--- src/rtl/tri_setup_if.sv ---
// Triangle setup bus. The upstream gather side and the rasterizer side
// share one bundle; "slave" is the setup stage, "master" its environment.
interface tri_setup_if;
  logic        in_valid;
  logic        in_ack;
  logic [95:0] vertex_in0, vertex_in1, vertex_in2;
  logic [95:0] color_in0, color_in1, color_in2;

  logic        out_valid;
  logic        out_ready;
  logic [16:0] edge_a0, edge_a1, edge_a2;
  logic [16:0] edge_b0, edge_b1, edge_b2;
  logic [32:0] edge_c0, edge_c1, edge_c2;
  logic [33:0] area2;
  logic        flipped;
  logic [15:0] bb_xmin, bb_xmax, bb_ymin, bb_ymax;
  logic [31:0] z_out0, z_out1, z_out2;
  logic [95:0] color_out0, color_out1, color_out2;
  logic [15:0] drop_count;

  modport slave (
    input  in_valid, vertex_in0, vertex_in1, vertex_in2,
           color_in0, color_in1, color_in2, out_ready,
    output in_ack, out_valid,
           edge_a0, edge_a1, edge_a2, edge_b0, edge_b1, edge_b2,
           edge_c0, edge_c1, edge_c2, area2, flipped,
           bb_xmin, bb_xmax, bb_ymin, bb_ymax,
           z_out0, z_out1, z_out2, color_out0, color_out1, color_out2,
           drop_count
  );

  modport master (
    output in_valid, vertex_in0, vertex_in1, vertex_in2,
           color_in0, color_in1, color_in2, out_ready,
    input  in_ack, out_valid,
           edge_a0, edge_a1, edge_a2, edge_b0, edge_b1, edge_b2,
           edge_c0, edge_c1, edge_c2, area2, flipped,
           bb_xmin, bb_xmax, bb_ymin, bb_ymax,
           z_out0, z_out1, z_out2, color_out0, color_out1, color_out2,
           drop_count
  );
endinterface

--- src/rtl/tri_setup.sv ---
// Triangle setup: serial edge-function evaluation (one edge per cycle),
// signed double area, clipped bounding box, cull/drop decision, and a
// valid/ready hand-off to raster traversal.

// Per-edge coefficient holder: loads during its EDGE slot, negates in
// place when the triangle turns out to be clockwise.
module tri_setup_edge (
  input  logic        clk,
  input  logic        rst_n,
  input  logic        ld,
  input  logic        neg,
  input  logic [16:0] a_in,
  input  logic [16:0] b_in,
  input  logic [32:0] c_in,
  output logic [16:0] a,
  output logic [16:0] b,
  output logic [32:0] c
);
  // Load new coefficients, or flip their sign for winding normalisation.
  always_ff @(posedge clk or negedge rst_n) begin
    if (!rst_n) begin
      a <= '0;
      b <= '0;
      c <= '0;
    end else if (ld) begin
      a <= a_in;
      b <= b_in;
      c <= c_in;
    end else if (neg) begin
      a <= -a;
      b <= -b;
      c <= -c;
    end
  end
endmodule

module tri_setup #(
  parameter int SCREEN_W  = 640,
  parameter int SCREEN_H  = 480,
  parameter int CULL_BACK = 0
) (
  input  logic      clk,
  input  logic      rst_n,
  tri_setup_if.slave bus
);
  localparam logic [15:0] XLIM = 16'(SCREEN_W - 1);
  localparam logic [15:0] YLIM = 16'(SCREEN_H - 1);

  typedef enum logic [2:0] {S_IDLE, S_EDGE, S_AREA, S_ORIENT, S_OUT} state_t;

  state_t state_q, state_d;

  logic [2:0][15:0] vx, vy;
  logic [2:0][31:0] vz;
  logic [2:0][95:0] col;
  logic [1:0]       eidx, jidx;

  logic [2:0][16:0] ea, eb;
  logic [2:0][32:0] ec;
  logic [33:0]      area2_q;
  logic [15:0]      xmin, xmax, ymin, ymax;
  logic [15:0]      drops;
  logic             ack_q, ovld_q, flip_q;

  logic [15:0] xi, xj, yi, yj;
  logic [31:0] p_ij, p_ji;
  logic [16:0] a_nx, b_nx;
  logic [32:0] c_nx;
  logic [33:0] area_sum;
  logic        drop_now, neg_en;

  function automatic logic [15:0] min3(input logic [15:0] p, q, r);
    logic [15:0] m;
    m = (p < q) ? p : q;
    return (m < r) ? m : r;
  endfunction

  function automatic logic [15:0] max3(input logic [15:0] p, q, r);
    logic [15:0] m;
    m = (p > q) ? p : q;
    return (m > r) ? m : r;
  endfunction

  // Edge i pairs vertex i with its successor j = (i+1) mod 3.
  assign jidx = (eidx == 2'd2) ? 2'd0 : eidx + 2'd1;
  assign xi   = vx[eidx];
  assign yi   = vy[eidx];
  assign xj   = vx[jidx];
  assign yj   = vy[jidx];
  assign p_ij = 32'(xi) * 32'(yj);
  assign p_ji = 32'(xj) * 32'(yi);
  // Zero-extended unsigned operands make every difference exact in one
  // extra bit, so no saturation is ever needed.
  assign a_nx = {1'b0, yi} - {1'b0, yj};
  assign b_nx = {1'b0, xj} - {1'b0, xi};
  assign c_nx = {1'b0, p_ij} - {1'b0, p_ji};

  assign area_sum = {ec[0][32], ec[0]} + {ec[1][32], ec[1]} + {ec[2][32], ec[2]};

  // Drop priority: degenerate, then off-screen, then back-face cull.
  assign drop_now = (area2_q == '0) || (xmin > XLIM) || (ymin > YLIM) ||
                    (area2_q[33] && (CULL_BACK != 0));
  assign neg_en   = (state_q == S_ORIENT) && !drop_now && area2_q[33];

  for (genvar g = 0; g < 3; g++) begin : g_edge
    tri_setup_edge u_edge (
      .clk  (clk),
      .rst_n(rst_n),
      .ld   ((state_q == S_EDGE) && (eidx == 2'(g))),
      .neg  (neg_en),
      .a_in (a_nx),
      .b_in (b_nx),
      .c_in (c_nx),
      .a    (ea[g]),
      .b    (eb[g]),
      .c    (ec[g])
    );
  end

  // State register.
  always_ff @(posedge clk or negedge rst_n) begin
    if (!rst_n) state_q <= S_IDLE;
    else        state_q <= state_d;
  end

  // Next-state logic.
  always_comb begin
    state_d = state_q;
    unique case (state_q)
      S_IDLE:   if (bus.in_valid) state_d = S_EDGE;
      S_EDGE:   if (eidx == 2'd2) state_d = S_AREA;
      S_AREA:   state_d = S_ORIENT;
      S_ORIENT: state_d = drop_now ? S_IDLE : S_OUT;
      S_OUT:    if (bus.out_ready) state_d = S_IDLE;
      default:  state_d = S_IDLE;
    endcase
  end

  // Handshake flags, winding flag and drop counter. in_ack is registered
  // so it marks the edge on which the inputs were captured.
  always_ff @(posedge clk or negedge rst_n) begin
    if (!rst_n) begin
      ack_q  <= 1'b0;
      ovld_q <= 1'b0;
      flip_q <= 1'b0;
      drops  <= '0;
    end else begin
      ack_q <= (state_q == S_IDLE) && bus.in_valid;
      if (state_q == S_ORIENT) begin
        if (drop_now) begin
          drops <= drops + 16'd1;
        end else begin
          ovld_q <= 1'b1;
          flip_q <= area2_q[33];
        end
      end else if ((state_q == S_OUT) && bus.out_ready) begin
        ovld_q <= 1'b0;
      end
    end
  end

  // Capture the triangle on acceptance and step the edge index.
  always_ff @(posedge clk or negedge rst_n) begin
    if (!rst_n) begin
      vx   <= '0;
      vy   <= '0;
      vz   <= '0;
      col  <= '0;
      eidx <= '0;
    end else if ((state_q == S_IDLE) && bus.in_valid) begin
      vx   <= {bus.vertex_in2[15:0],  bus.vertex_in1[15:0],  bus.vertex_in0[15:0]};
      vy   <= {bus.vertex_in2[47:32], bus.vertex_in1[47:32], bus.vertex_in0[47:32]};
      vz   <= {bus.vertex_in2[95:64], bus.vertex_in1[95:64], bus.vertex_in0[95:64]};
      col  <= {bus.color_in2, bus.color_in1, bus.color_in0};
      eidx <= 2'd0;
    end else if (state_q == S_EDGE) begin
      eidx <= eidx + 2'd1;
    end
  end

  // Area and clipped bounding box; area made non-negative on accept.
  always_ff @(posedge clk or negedge rst_n) begin
    if (!rst_n) begin
      area2_q <= '0;
      xmin    <= '0;
      xmax    <= '0;
      ymin    <= '0;
      ymax    <= '0;
    end else if (state_q == S_AREA) begin
      area2_q <= area_sum;
      xmin    <= min3(vx[0], vx[1], vx[2]);
      ymin    <= min3(vy[0], vy[1], vy[2]);
      xmax    <= (max3(vx[0], vx[1], vx[2]) > XLIM) ? XLIM : max3(vx[0], vx[1], vx[2]);
      ymax    <= (max3(vy[0], vy[1], vy[2]) > YLIM) ? YLIM : max3(vy[0], vy[1], vy[2]);
    end else if (neg_en) begin
      area2_q <= -area2_q;
    end
  end

  assign bus.in_ack     = ack_q;
  assign bus.out_valid  = ovld_q;
  assign bus.flipped    = flip_q;
  assign bus.drop_count = drops;
  assign bus.area2      = area2_q;
  assign bus.edge_a0    = ea[0];
  assign bus.edge_a1    = ea[1];
  assign bus.edge_a2    = ea[2];
  assign bus.edge_b0    = eb[0];
  assign bus.edge_b1    = eb[1];
  assign bus.edge_b2    = eb[2];
  assign bus.edge_c0    = ec[0];
  assign bus.edge_c1    = ec[1];
  assign bus.edge_c2    = ec[2];
  assign bus.bb_xmin    = xmin;
  assign bus.bb_xmax    = xmax;
  assign bus.bb_ymin    = ymin;
  assign bus.bb_ymax    = ymax;
  assign bus.z_out0     = vz[0];
  assign bus.z_out1     = vz[1];
  assign bus.z_out2     = vz[2];
  assign bus.color_out0 = col[0];
  assign bus.color_out1 = col[1];
  assign bus.color_out2 = col[2];
endmodule

--- src/flat_wrapper.sv ---
// flat-port wrapper written by rule: the top's interface ports become plain ports
module tri_setup_flat 
#(
  parameter int SCREEN_W  = 640,
  parameter int SCREEN_H  = 480,
  parameter int CULL_BACK = 0
)
  (clk, rst_n, bus_in_valid, bus_vertex_in0, bus_vertex_in1, bus_vertex_in2, bus_color_in0, bus_color_in1, bus_color_in2, bus_out_ready, bus_in_ack, bus_out_valid, bus_edge_a0, bus_edge_a1, bus_edge_a2, bus_edge_b0, bus_edge_b1, bus_edge_b2, bus_edge_c0, bus_edge_c1, bus_edge_c2, bus_area2, bus_flipped, bus_bb_xmin, bus_bb_xmax, bus_bb_ymin, bus_bb_ymax, bus_z_out0, bus_z_out1, bus_z_out2, bus_color_out0, bus_color_out1, bus_color_out2, bus_drop_count);
  tri_setup_if bus_i ();
  input  logic clk;
  input  logic rst_n;
  input wire logic [$bits(bus_i.in_valid)-1:0] bus_in_valid;
  input wire logic [$bits(bus_i.vertex_in0)-1:0] bus_vertex_in0;
  input wire logic [$bits(bus_i.vertex_in1)-1:0] bus_vertex_in1;
  input wire logic [$bits(bus_i.vertex_in2)-1:0] bus_vertex_in2;
  input wire logic [$bits(bus_i.color_in0)-1:0] bus_color_in0;
  input wire logic [$bits(bus_i.color_in1)-1:0] bus_color_in1;
  input wire logic [$bits(bus_i.color_in2)-1:0] bus_color_in2;
  input wire logic [$bits(bus_i.out_ready)-1:0] bus_out_ready;
  output wire logic [$bits(bus_i.in_ack)-1:0] bus_in_ack;
  output wire logic [$bits(bus_i.out_valid)-1:0] bus_out_valid;
  output wire logic [$bits(bus_i.edge_a0)-1:0] bus_edge_a0;
  output wire logic [$bits(bus_i.edge_a1)-1:0] bus_edge_a1;
  output wire logic [$bits(bus_i.edge_a2)-1:0] bus_edge_a2;
  output wire logic [$bits(bus_i.edge_b0)-1:0] bus_edge_b0;
  output wire logic [$bits(bus_i.edge_b1)-1:0] bus_edge_b1;
  output wire logic [$bits(bus_i.edge_b2)-1:0] bus_edge_b2;
  output wire logic [$bits(bus_i.edge_c0)-1:0] bus_edge_c0;
  output wire logic [$bits(bus_i.edge_c1)-1:0] bus_edge_c1;
  output wire logic [$bits(bus_i.edge_c2)-1:0] bus_edge_c2;
  output wire logic [$bits(bus_i.area2)-1:0] bus_area2;
  output wire logic [$bits(bus_i.flipped)-1:0] bus_flipped;
  output wire logic [$bits(bus_i.bb_xmin)-1:0] bus_bb_xmin;
  output wire logic [$bits(bus_i.bb_xmax)-1:0] bus_bb_xmax;
  output wire logic [$bits(bus_i.bb_ymin)-1:0] bus_bb_ymin;
  output wire logic [$bits(bus_i.bb_ymax)-1:0] bus_bb_ymax;
  output wire logic [$bits(bus_i.z_out0)-1:0] bus_z_out0;
  output wire logic [$bits(bus_i.z_out1)-1:0] bus_z_out1;
  output wire logic [$bits(bus_i.z_out2)-1:0] bus_z_out2;
  output wire logic [$bits(bus_i.color_out0)-1:0] bus_color_out0;
  output wire logic [$bits(bus_i.color_out1)-1:0] bus_color_out1;
  output wire logic [$bits(bus_i.color_out2)-1:0] bus_color_out2;
  output wire logic [$bits(bus_i.drop_count)-1:0] bus_drop_count;
  assign bus_i.in_valid = bus_in_valid;
  assign bus_i.vertex_in0 = bus_vertex_in0;
  assign bus_i.vertex_in1 = bus_vertex_in1;
  assign bus_i.vertex_in2 = bus_vertex_in2;
  assign bus_i.color_in0 = bus_color_in0;
  assign bus_i.color_in1 = bus_color_in1;
  assign bus_i.color_in2 = bus_color_in2;
  assign bus_i.out_ready = bus_out_ready;
  assign bus_in_ack = bus_i.in_ack;
  assign bus_out_valid = bus_i.out_valid;
  assign bus_edge_a0 = bus_i.edge_a0;
  assign bus_edge_a1 = bus_i.edge_a1;
  assign bus_edge_a2 = bus_i.edge_a2;
  assign bus_edge_b0 = bus_i.edge_b0;
  assign bus_edge_b1 = bus_i.edge_b1;
  assign bus_edge_b2 = bus_i.edge_b2;
  assign bus_edge_c0 = bus_i.edge_c0;
  assign bus_edge_c1 = bus_i.edge_c1;
  assign bus_edge_c2 = bus_i.edge_c2;
  assign bus_area2 = bus_i.area2;
  assign bus_flipped = bus_i.flipped;
  assign bus_bb_xmin = bus_i.bb_xmin;
  assign bus_bb_xmax = bus_i.bb_xmax;
  assign bus_bb_ymin = bus_i.bb_ymin;
  assign bus_bb_ymax = bus_i.bb_ymax;
  assign bus_z_out0 = bus_i.z_out0;
  assign bus_z_out1 = bus_i.z_out1;
  assign bus_z_out2 = bus_i.z_out2;
  assign bus_color_out0 = bus_i.color_out0;
  assign bus_color_out1 = bus_i.color_out1;
  assign bus_color_out2 = bus_i.color_out2;
  assign bus_drop_count = bus_i.drop_count;
  tri_setup #(.SCREEN_W(SCREEN_W), .SCREEN_H(SCREEN_H), .CULL_BACK(CULL_BACK)) u_core (.clk(clk), .rst_n(rst_n), .bus(bus_i));
endmodule
--- config.mk ---
export PLATFORM = sky130hd
export DESIGN_NAME = tri_setup_flat
export DESIGN_NICKNAME = d
export VERILOG_FILES = /design/src/rtl/tri_setup_if.sv /design/src/rtl/tri_setup.sv /design/src/flat_wrapper.sv
export SDC_FILE = /design/constraint.sdc
export NUM_CORES = 2
export LEC_CHECK = 0
export BUFFER_PORTS_ARGS = -buffer_cell sky130_fd_sc_hd__buf_2
export CORE_AREA = 2 2 492 494
export CTS_CLUSTER_SIZE = 12
export DETAILED_ROUTE_END_ITERATION = 10
export DIE_AREA = 0 0 494 496
export GPL_ROUTABILITY_DRIVEN = 0
export SETUP_SLACK_MARGIN = 0.4
export SLEW_MARGIN = 20
export SYNTH_ARGS = -nofsm -noshare
export SYNTH_HDL_FRONTEND = slang
export SYNTH_SLANG_ARGS = --single-unit
export TNS_END_PERCENT = 1
--- constraint.sdc ---
create_clock -name clk -period 9 [get_ports clk]
set_input_delay 0.45 -clock clk [delete_from_list [all_inputs] [get_ports clk]]
set_output_delay 0.45 -clock clk [all_outputs]
set_load 0.01 [all_outputs]
==> summary.txt <==
Floorplanning
  – Die width: 494 µm
  – Core area: 239600 µm²
  – Starting Density: 24.82%
  – Die Ht: 496 µm
  – Row count: 180
  – Num ports: 1282
  – Die area: 245000 µm²

GRT
  – Largest net degree at the start of global routing: 164
  – First-pass GRT wire length: 418.0 mm
  – Vias in the first global route: 54056
  – Total grt overflow: 0
  – Overall Global Routing Usage: 24.22%
  – Antenna violations before repair: 118

Logic synthesis
  – Sequential fraction of the synthesis area: 33.78%
  – Synth top cells by count: dfrtp_1 (803), inv_1 (699), nand2_1 (670)
  – Post-Syn Instances: 6009
  – Top-count cell post-synth: dfrtp_1
  – Post-synth EDFFs: 0
  – Post-synth top flop: dfrtp_1
  – Synth async-reset ratio: 100.0%
  – Netlist Area Pre-Place: 59480 µm²
  – #FFs+latches synth: 803
  – Top cells by area, synth: dfrtp_1 (34%), fa_1 (16%), mux2_2 (8.6%)
  – Post-synth cell types: 83
  – Syn avg cell area: 9.898 µm²
  – Cell accounting for the most synthesized area: dfrtp_1
  – Synth top area share: 33.78%
  – Syn_nets: 7449
  – Synth Warn #: 0

Timing
  – Minimum clock period: 8379 ps
  – Post-route setup TNS: 0 ps
  – RSZ-0062 raised after global routing: true
  – Slew Limit Fails: 0
  – Max_slew headroom: 25.65%
  – Hold Fails Final Rpt: 0
  – Worst Tran Pin Value: 1109 ps
  – Peak Freq: 119.3 MHz
  – Final setup vio count: 0
  – Final Skew: 74.84 ps
  – Period utilization: 93.10%

Route
  – Via/cell ratio: 4.872
  – DRC viols: 0
  – Detailed Routing Iterations Pass 1: 6
  – Antenna-violating nets left: 0
  – WL/cell: 27.36 µm
  – Initial DRC count: 5092
  – Met2 WL: 136.9 mm
  – WL final: 304.9 mm
  – Vias: 54289
  – Met1 wire length: 115.1 mm
  – WL met3: 31.31 mm
  – DR top layer: met5

Outcome
  – Status: completed

Critical path
  – Worst flop-to-flop path endpoint: u_core.g_edge[1].u_edge.c[29]$_DFFE_PN0P_
  – R2R Path Start: u_core.eidx[1]$_DFFE_PN0P_
  – CP Class: flip-flop to flip-flop
  – CP Max Fanout: 15
  – Critical path's most frequent cell: fa_1
  – Setup crit end: u_core.g_edge[1].u_edge.c[29]$_DFFE_PN0P_
  – Startpoint Class: flip-flop
  – Reg-to-reg slack, setup: 620 ps
  – WP data required: 9690 ps
  – Slowest stage delay, CP: 580 ps
  – Crit path from: u_core.eidx[1]$_DFFE_PN0P_
  – Crit-path slowest cell: fa_1
  – Crit. End Element: flip-flop
  – Worst R2R Path Depth: 32
  – Arrival @ worst endpoint: 9070 ps

Clock tree
  – CTS HTree Levels: 3
  – TritonCTS buffer count: 102
  – Clk_lat worst skew: 800 ps
  – TritonCTS clock tree: done
  – CTS Sinks: 803
  – Maximum clock insertion buffer count: 3
  – CTS root buffer: clkbuf_16
  – Clk slew on worst S/H paths: 60 ps

Layout
  – NumNets Final: 9138
  – Layout area overhead: 33.10%
  – Finished Layout Cells: 11144
  – Fillers: 24536
  – Final core occ: 33.04%
  – Layout cell share with drive strength beyond 1: 28.44%

Placement
  – Port bufs: 1185
  – Hpwl dp: 250.5 mm
  – Cells after DPL: 10326

Flow run
  – Max-cap viol count: 0

Hold path
  – Hold Path Class: input pin to flip-flop
  – Worst hold stages: 2
## worst min-delay path by stage
stage,start,endpoint,slack (ps)
detailed placement,u_core.bus.bb_ymax[10]$_DFFE_PN0P_,u_core.bus.bb_ymax[10]$_DFFE_PN0P_,470
global route,bus_vertex_in2[42],u_core.vy[42]$_DFFE_PN0P_,7
CTS,bus_vertex_in2[6],u_core.vx[38]$_DFFE_PN0P_,3
floorplan,rst_n,u_core.bus.area2[0]$_DFFE_PN0P_,150
global placement,u_core.bus.drop_count[15]$_DFFE_PN0P_,u_core.bus.drop_count[15]$_DFFE_PN0P_,460
finish,bus_vertex_in0[1],u_core.vx[1]$_DFFE_PN0P_,30
## worst max-delay path, delay by kind of cell (launching register included)
kind / cells / cell delay (ps)
AOI/OAI and AO/OA: 7 / 1380
muxes: 1 / 210
DFF: 1 / 430
and+or+nand+nor: 5 / 640
buffers and inverters: 9 / 990
adders and majority gates: 10 / 4640
## area by class of cell
cell class | count | area, µm² | share of cell area, %
timing repair buffer | 1847 | 12260 | 15.49
sequential | 803 | 20100 | 25.38
antenna | 180 | 450.4 | 0.5690
multi-input combinational | 4231 | 36120 | 45.63
tap | 3185 | 3985 | 5.034
inverter | 713 | 2728 | 3.445
clock inverter | 48 | 709.4 | 0.8961
clock buffer | 137 | 2814 | 3.554
## per-layer routing
| layer | track usage, % | vias to the layer above |
|---|---|---|
| li1 | - | 23623 |
| met1 | 28.78 | 27211 |
| met2 | 37.91 | 2813 |
| met3 | 7.902 | 598 |
| met4 | 14.89 | 44 |
| met5 | 0 | - |
## cells in the final DEF, fill, tap and decap left out, drive strengths merged, types with 13 or more instances in the layout
cell,count
o41ai,28
buf,1454
nand2b,46
mux2,453
inv,707
a21oi,240
o311ai,16
or3,23
mux2i,87
or2,13
o31ai,38
clkbuf,138
o21a,27
nor3,82
o21ai,395
dfrtp,803
nand3,78
clkinv,34
diode,180
and2,44
xnor2,158
a211oi,17
nor2,450
a21o,86
o22ai,14
ha,372
nor2b,30
fa,488
xor2,96
a221o,13
and3,16
nor4,36
or4,22
nand2,671
dlygate4sd3,392
a31oi,32
nand4,40
## sequential cells by signal, indices dropped and copies added (netlist names), 2 cells and up
| signal | count |
|---|---|
| u_core.bus.drop_count | 16 |
| u_core.vx | 48 |
| u_core.bus.bb_ymin | 16 |
| u_core.bus.z_out0 | 32 |
| u_core.bus.area2 | 34 |
| u_core.vy | 48 |
| u_core.g_edge.u_edge.b | 51 |
| u_core.bus.bb_xmax | 16 |
| u_core.eidx | 2 |
| u_core.g_edge.u_edge.c | 99 |
| u_core.bus.bb_xmin | 16 |
| u_core.bus.bb_ymax | 16 |
| u_core.bus.z_out1 | 32 |
| u_core.state_q | 3 |
| u_core.bus.color_out2 | 96 |
| u_core.g_edge.u_edge.a | 51 |
| u_core.bus.color_out1 | 96 |
| u_core.bus.z_out2 | 32 |
| u_core.bus.color_out0 | 96 |
## kinds of logic after synthesis
kind of cell	Yosys count	share of synthesized area, %
mux	540	10.04
flops	803	33.78
fa+ha+maj	860	24.25
buf+inv	975	6.172
simple gates	1576	11.74
compound gates	1001	10.27
xor+xnor	254	3.740
## per-stage QoR
stage	setup slack (ps)	hold WS (ps)	cell area [µm²]
2_1_floorplan	408.6	154.4	59560
3_3_place_gp	256.8	457.8	70290
3_5_place_dp	150.7	466.8	70290
4_1_cts	394.9	2.788	78080
5_1_grt	272.6	7.498	79090
6_report	620.7	29.71	79170
## what timing repair did
item	in CTS	in global routing
gates resized for setup	38	88
buffers inserted	20	39
pin swaps	1	40
cloned	1	1
hold buffers	392	0
endpoints found under the hold margin	482	0
endpoints found under the setup margin	39	62
Power is left out: the tool's default activity adds up to more than one toggle a clock period on the data nets, which glitch-free logic cannot reach.
